<file path="src/rtl/des_pkg.sv">
// Shared DES key-schedule tables and shifter control codes.
package des_pkg;

  typedef enum logic [1:0] {
    IDLE,
    LOAD,
    ROUND
  } state_t;

  localparam logic [2:0] SH_LOAD_ENC = 3'b000;
  localparam logic [2:0] SH_LOAD_DEC = 3'b100;
  localparam logic [2:0] SH_L1       = 3'b001;
  localparam logic [2:0] SH_L2       = 3'b010;
  localparam logic [2:0] SH_R1       = 3'b101;
  localparam logic [2:0] SH_R2       = 3'b110;
  localparam logic [2:0] SH_HOLD     = 3'b011;

  // Rounds 1, 2, 9 and 16 rotate by one; the rest by two
  localparam logic [1:16] ROT_ONE = 16'b1100_0000_1000_0001;

  localparam int unsigned PC1 [56] = '{
    57, 49, 41, 33, 25, 17,  9,
     1, 58, 50, 42, 34, 26, 18,
    10,  2, 59, 51, 43, 35, 27,
    19, 11,  3, 60, 52, 44, 36,
    63, 55, 47, 39, 31, 23, 15,
     7, 62, 54, 46, 38, 30, 22,
    14,  6, 61, 53, 45, 37, 29,
    21, 13,  5, 28, 20, 12,  4
  };

  // Decrypt round r undoes encrypt round 18-r, which has the same
  // single/double pattern as round r for r>=2; round 1 presents C0D0.
  function automatic logic [2:0] round_code(
    input logic       dec,
    input logic [4:0] r
  );
    logic [2:0] code;
    code = SH_HOLD;
    if (dec)
      code = (r == 5'd1) ? SH_HOLD :
             (ROT_ONE[r] ? SH_R1 : SH_R2);
    else
      code = ROT_ONE[r] ? SH_L1 : SH_L2;
    return code;
  endfunction

endpackage

</file>
<file path="src/rtl/des_pc1.sv">
// DES permuted choice 1: 64-bit key to 28-bit C0 and D0 halves.
module des_pc1
  import des_pkg::*;
(
  input  logic [1:64] key,
  output logic [1:28] c,
  output logic [1:28] d
);

  for (genvar i = 1; i <= 28; i++) begin : g_bit
    assign c[i] = key[PC1[i-1]];
    assign d[i] = key[PC1[i+27]];
  end

  logic unused_parity;
  assign unused_parity = ^{key[8],  key[16], key[24], key[32],
                           key[40], key[48], key[56], key[64]};

endmodule

</file>
<file path="src/rtl/des_key_sched_ctrl.sv">
// Key-schedule sequencer: PC-1 load, then sixteen shift codes for the
// C/D rotation shifter, with a round-aligned subkey strobe.
module des_key_sched_ctrl
  import des_pkg::*;
(
  input  logic        clk,
  input  logic        rst,
  input  logic [1:64] key,
  input  logic        start,
  input  logic        decrypt,
  input  logic        step,
  output logic [1:28] datac,
  output logic [1:28] datad,
  output logic [1:3]  shift,
  output logic        busy,
  output logic        rk_valid,
  output logic [4:0]  round,
  output logic        done
);

  state_t     state, state_n;
  logic [4:0] cnt, cnt_n;
  logic [4:0] code_rnd, code_rnd_n;
  logic       dec, dec_n;
  logic [2:0] shift_n;
  logic       load;
  logic [1:28] pc1_c, pc1_d;

  des_pc1 u_pc1 (
    .key (key),
    .c   (pc1_c),
    .d   (pc1_d)
  );

  // cnt counts codes already issued; code_rnd tags the code on shift
  always_comb begin
    state_n    = state;
    cnt_n      = cnt;
    dec_n      = dec;
    code_rnd_n = '0;
    shift_n    = SH_HOLD;
    load       = 1'b0;
    unique case (state)
      IDLE: begin
        if (start) begin
          load    = 1'b1;
          dec_n   = decrypt;
          shift_n = decrypt ? SH_LOAD_DEC : SH_LOAD_ENC;
          state_n = LOAD;
        end
      end
      LOAD: begin
        shift_n    = round_code(dec, 5'd1);
        code_rnd_n = 5'd1;
        cnt_n      = 5'd1;
        state_n    = ROUND;
      end
      ROUND: begin
        if (cnt == 5'd16) begin
          cnt_n   = '0;
          state_n = IDLE;
        end else if (step) begin
          shift_n    = round_code(dec, cnt + 5'd1);
          code_rnd_n = cnt + 5'd1;
          cnt_n      = cnt + 5'd1;
        end
      end
      default: state_n = IDLE;
    endcase
  end

  always_ff @(posedge clk or posedge rst) begin
    if (rst) begin
      state    <= IDLE;
      cnt      <= '0;
      dec      <= 1'b0;
      code_rnd <= '0;
      shift    <= SH_HOLD;
      busy     <= 1'b0;
      rk_valid <= 1'b0;
      round    <= '0;
      done     <= 1'b0;
      datac    <= '0;
      datad    <= '0;
    end else begin
      state    <= state_n;
      cnt      <= cnt_n;
      dec      <= dec_n;
      code_rnd <= code_rnd_n;
      shift    <= shift_n;
      busy     <= (state_n != IDLE);
      rk_valid <= (code_rnd != 5'd0);
      round    <= code_rnd;
      done     <= (code_rnd == 5'd16);
      if (load) begin
        datac <= pc1_c;
        datad <= pc1_d;
      end
    end
  end

endmodule

</file>
<file path="config.mk">
export PLATFORM = sky130hd
export DESIGN_NAME = des_key_sched_ctrl
export DESIGN_NICKNAME = d
export VERILOG_FILES = /design/src/rtl/des_pkg.sv /design/src/rtl/des_pc1.sv /design/src/rtl/des_key_sched_ctrl.sv
export SDC_FILE = /design/constraint.sdc
export NUM_CORES = 1
export LEC_CHECK = 0
export ABC_AREA = 1
export BUFFER_PORTS_ARGS = -buffer_cell sky130_fd_sc_hd__buf_4
export CORE_ASPECT_RATIO = 1.25
export CORE_MARGIN = 2
export CORE_UTILIZATION = 49
export CTS_CLUSTER_SIZE = 8
export DETAILED_ROUTE_END_ITERATION = 8
export PLACE_DENSITY = 0.85
export SYNTH_ARGS = -nofsm -noshare
export SYNTH_HDL_FRONTEND = slang
export SYNTH_HIERARCHICAL = 1
export SYNTH_SLANG_ARGS = --single-unit
</file>
<file path="constraint.sdc">
create_clock -name clk -period 3.3 [get_ports clk]
set_clock_uncertainty 0.1 [all_clocks]
set_input_delay 0.66 -clock clk [delete_from_list [all_inputs] [get_ports clk]]
set_output_delay 0.66 -clock clk [all_outputs]
set_load 0.02 [all_outputs]
</file>
### Yosys cells after proc, flatten, opt, wreduce, memory -nomap -nowiden

Memory sizes are Yosys's and may differ from the RTL's.
Cells that the tools add are included.

| word-level totals | value |
|---|---|
| word-level logic and storage cells | 50 |
| flip-flop bits (word level) | 80 |
| memories kept | 1 |
| bits in read-only memories | 32 |

Memories:

| name | depth | bits a word | read ports | clocked after Yosys merged registers in | write ports | line | source |
|---|---|---|---|---|---|---|---|
| (no name shown) | 32 | 1 | 1 | 0 | 0 | des_pkg.sv:44 | `code = ROT_ONE[r] ? SH_L1 : SH_L2;` |

| cells by class | value |
|---|---|
| add/subtract/negate cells | 1 |
| multiplexer cells | 23 |
| bitwise gates (word level) | 1 |
| equality and inequality tests | 6 |
| order comparisons | 1 |
| reduce and logical (&&, ||, !) cells | 6 |

Operators with widths:

| kind | count |
|---|---|
| two-way mux 5 bit | 4 |
| case mux 5 bit (2 select lines) | 2 |
| two-way mux 3 bit | 6 |
| == test 5 bit (second input constant) | 2 |
| two-way mux 2 bit | 5 |
| case mux 3 bit (3 select lines) | 1 |
| greater-or-equal comparator 6 bit (second input constant) | 1 |
| NOT 5 -> 6 bit | 1 |
| case mux 2 bit (3 select lines) | 1 |
| adder 5 x 1 -> 5 bit (second input constant) | 1 |
| == test 5 x 1 -> 1 bit (second input constant) | 1 |
| nonzero test 5 bit | 1 |
| two-way mux 1 bit | 4 |
| AND reduction 2 bit | 2 |
| nonzero test 2 bit | 2 |
| inequality test 3 bit (second input constant) | 1 |
| == test 2 x 1 -> 1 bit (second input constant) | 1 |
| == test 2 bit (second input constant) | 1 |
| zero test 2 bit | 1 |

### Longest topological paths before layout

| logic depth | value |
|---|---|
| word-level depth | 11 |
| gate-level depth with buffers | 10 |

### Modules after synthesis

The synthesis kept the hierarchy.

By module, submodules not included:

| module | cells an instance | times used | seq. area each (um^2) | area each (um^2) |
|---|---|---|---|---|
| des_key_sched_ctrl | 357 | 1 | 2004.4 | 3186.8 |
| des_pc1 | 56 | 1 | 0.0 | 420.4 |

### Least setup slack after synthesis

OpenSTA, ideal clock, no wires.

| timing path | value |
|---|---|
| kind | input-to-reg |
| start | in start |
| end | reg datac[2] in the netlist's numbering |
| setup slack | 1.811 ns |
| stages | 5 |
| data arrival time | 1.323 ns |
| path buffers | 2 |
| library setup time | 0.066 ns |
| cell sequence | nand2_1 -> buf_2 -> clkbuf_1 -> nand2_1 -> nand2_1 |

| on the way | value |
|---|---|
| word-level cells in the longest chain between the ends | 2 |

RTL lines:

| item | line | source |
|---|---|---|
| from (decl) | des_key_sched_ctrl.sv:9 | `input logic start,` |
| two-way mux 1 bit | des_key_sched_ctrl.sv:45 | `if (start) begin` |
| two-way mux 1 bit | des_key_sched_ctrl.sv:43 | `unique case (state)` |
| to (signal assigned) | des_key_sched_ctrl.sv:96 | `datac <= pc1_c;` |
| to (decl) | des_key_sched_ctrl.sv:12 | `output logic [1:28] datac,` |

No other way between the ends.
A chain may end at the register's enable or synchronous reset.

### Worst setup path after layout

| timing path | value |
|---|---|
| start | reg state[1] |
| end | reg datac[11] in the netlist's numbering |

| on the way | value |
|---|---|
| word-level cells in the longest chain between the ends | 2 |

RTL lines:

| item | line | source |
|---|---|---|
| from (decl) | des_key_sched_ctrl.sv:21 | `state_t state, state_n;` |
| from (signal assigned) | des_key_sched_ctrl.sv:86 | `state <= state_n;` |
| zero test 2 bit | des_key_sched_ctrl.sv:43 |  |
| two-way mux 1 bit | des_key_sched_ctrl.sv:43 |  |

No other way between the ends.

==> results.cfg <==
[power]
leakage_uw = 0.00253
p_switching_uw = 1740
combPwrFrac = 0.448
power.density_nw_per_um2 = 976
clock_power_share = 0.178
seqPwrFrac = 0.374
p_sw_frac = 0.400
ir_drop_mv = 0.523
internal-power_uw = 2610

[place]
placed_area_um2 = 4240
dp_hpwl_um = 5370
gp_congestion = 0.816
pre_cts_ws_ns = 1.38
portBuffers = 127

[sta]
period_needed_ns = 1.89
layout_setup_ws_ns = 1.41
max-slew-margin-rel = 0.626
hold_viol = 0
finalSetupTns_ns = 0
holdWs_ns = 0.276
rsz0062_at_grt = false
fmax_mhz = 529
slew_violations = 0
fin_crit_sh = 0.573
tightest_slew_ns = 0.561
finalSetupViolations = 0

[run]
max_cap_violations = 0

[floorplanning]
die_area_um2 = 8070
coreArea_um2 = 7270
initial_core_util = 0.496
dieHeight_um = 99.9
rows = 35
die_w_um = 80.7
num_io_pins = 136

[global_routing]
antenna_found_initial = 0
grt_max_degree = 81
grt_pass1_wl_um = 11600
grt_use_total = 0.186
grt_pass1_vias = 2683
gr-total-overflow = 0

[clocking]
ctsHoldBuffers = 0
htree_levels = 3
cts_max_path_buffers = 2
clock_sinks = 80
cts_made_buffers = 9
cts_resized = 0
root_buffer = clkbuf_8
cts_tree = done
clk_pin_slew_ns = 0.08
post-cts-setup-buffer-count = 0
clkLatencyLatePin_ns = 0.34

[routing]
drt_iter0_drc = 159
drt-pass1-iter-count = 6
via_count = 2770
via_per_inst = 4.75
wire_per_inst_um = 12.7
drtAntennaViolNets = 0
route.detailed.drc = 0
drt_wl_total_um = 7380

[yosys]
yosysWarnings = 6
ys_seq_elements = 80
ys_dominant_reg_cell = dfrtp_1
syn-cell-area_um2 = 3610
synth-edff-count = 0
synthTopCellsByCount = nand2_1, dfrtp_1, buf_4
yosys.area.top_type = dfrtp_1
netlist_instances = 413
yosysTopAreaCellShare = 0.541
synth-seq-area-share = 0.556
syn_nets = 488
ys_async_sr_fraction = 1.00
yosysUniqueCellTypes = 24
yosysMostFrequentCell = nand2_1
synth.avg_cell_area_um2 = 8.73
synth.area.top_cells = dfrtp_1, nand2_1, buf_4

[final_layout]
area_growth_pct = 23.6
final_nets = 561
finalInstanceArea_um2 = 4460
drive_above_1_share = 0.314
antenna-diode-count = 0

[critical_path]
cp.required_ns = 3.47
ff2ff_path_depth = 7
critPathKind = flip-flop to flip-flop
crit_path_end_kind = flip-flop
worst_setup_path_start_kind = flip-flop
worstPathArrival_ns = 2.06
path_max_fanout = 30

[hold_path]
worstHoldPathType = flip-flop to flip-flop
hold_path_depth = 0

[run_status]
status = completed
[metal layers]
layer  vias up  track usage  routed length (µm)
met4         0       0.0991                 229
met5         -            0                   0
met3        23       0.0378                 474
met2       104        0.333                3850
li1       1352            -                   -
met1      1291        0.205                2830
[sequential cells by signal (all words and copies together) (netlist names)]
name      count
code_rnd      5
busy          1
dec           1
round         5
done          1
cnt           5
shift         3
datac        28
state         2
rk_valid      1
datad        28
[cell type report]
| type | instances | area, µm² |
|---|---|---|
| clock buffer | 12 | 145 |
| timing repair buffer | 130 | 988 |
| clock inverter | 4 | 70.1 |
| multi-input combinational | 244 | 1050 |
| sequential | 80 | 2000 |
| fill | 636 | 2810 |
| inverter | 21 | 80.1 |
| tap | 92 | 115 |
[per-stage QoR]
stage,cells,power (µW),utilization
after floorplan,413,2800,-
after global placement,567,3530,0.584
after detailed placement,567,3610,0.584
after CTS,583,4400,0.613
after global routing,583,4650,0.613
final,583,4350,0.613
[cell usage in the layout (no fill, tap or decap), drive strengths merged, types with 5 or more instances in the layout]
cell type | Yosys | layout
a21oi | 8 | 8
buf | 61 | 130
clkbuf | 7 | 12
dfrtp | 78 | 78
ha | 6 | 6
inv | 21 | 20
nand2 | 195 | 195
nand3 | 8 | 8
nor2 | 11 | 11
o21ai | 5 | 5
[final timing paths]
check                                  from        end  slack (ns)
worst max-delay path               state[1]  datac[11]        1.41
worst min-delay path            code_rnd[4]   round[4]        0.28
worst max register to register     state[1]  datac[11]        1.41
worst min register to register  code_rnd[4]   round[4]        0.28
max in group asynchronous               rst     cnt[0]        2.48
min in group asynchronous               rst  datad[15]        0.29
[logic make-up (layout without fill, tap and decap cells)]
group	count (synthesis)	after routing	share of synthesized area
compound gates	16	16	0.0236
xor+xnor	2	2	0.00694
fa+ha+maj	6	6	0.0208
buf+inv	89	167	0.153
flops	80	80	0.556
simple gates	220	220	0.240
[critical path, stage by stage, from the launching register on]
cell and delay (ns):
dfrtp_1 0.41, inv_1 0.11, ha_1 0.19, nand2_2 0.07
inv_2 0.36, buf_4 0.38, nand2_1 0.10, nand2_1 0.08
[power groups by stage]
stage	Sequential (µW)	Combinational, µW	Clock (µW)
floorplan	2070	738	0
global placement	1620	1910	0
detailed placement	1640	1970	0
CTS	1630	1970	801
global route	1670	2140	842
finish	1630	1950	775
Note: power is estimated with default switching activity, not from simulation.
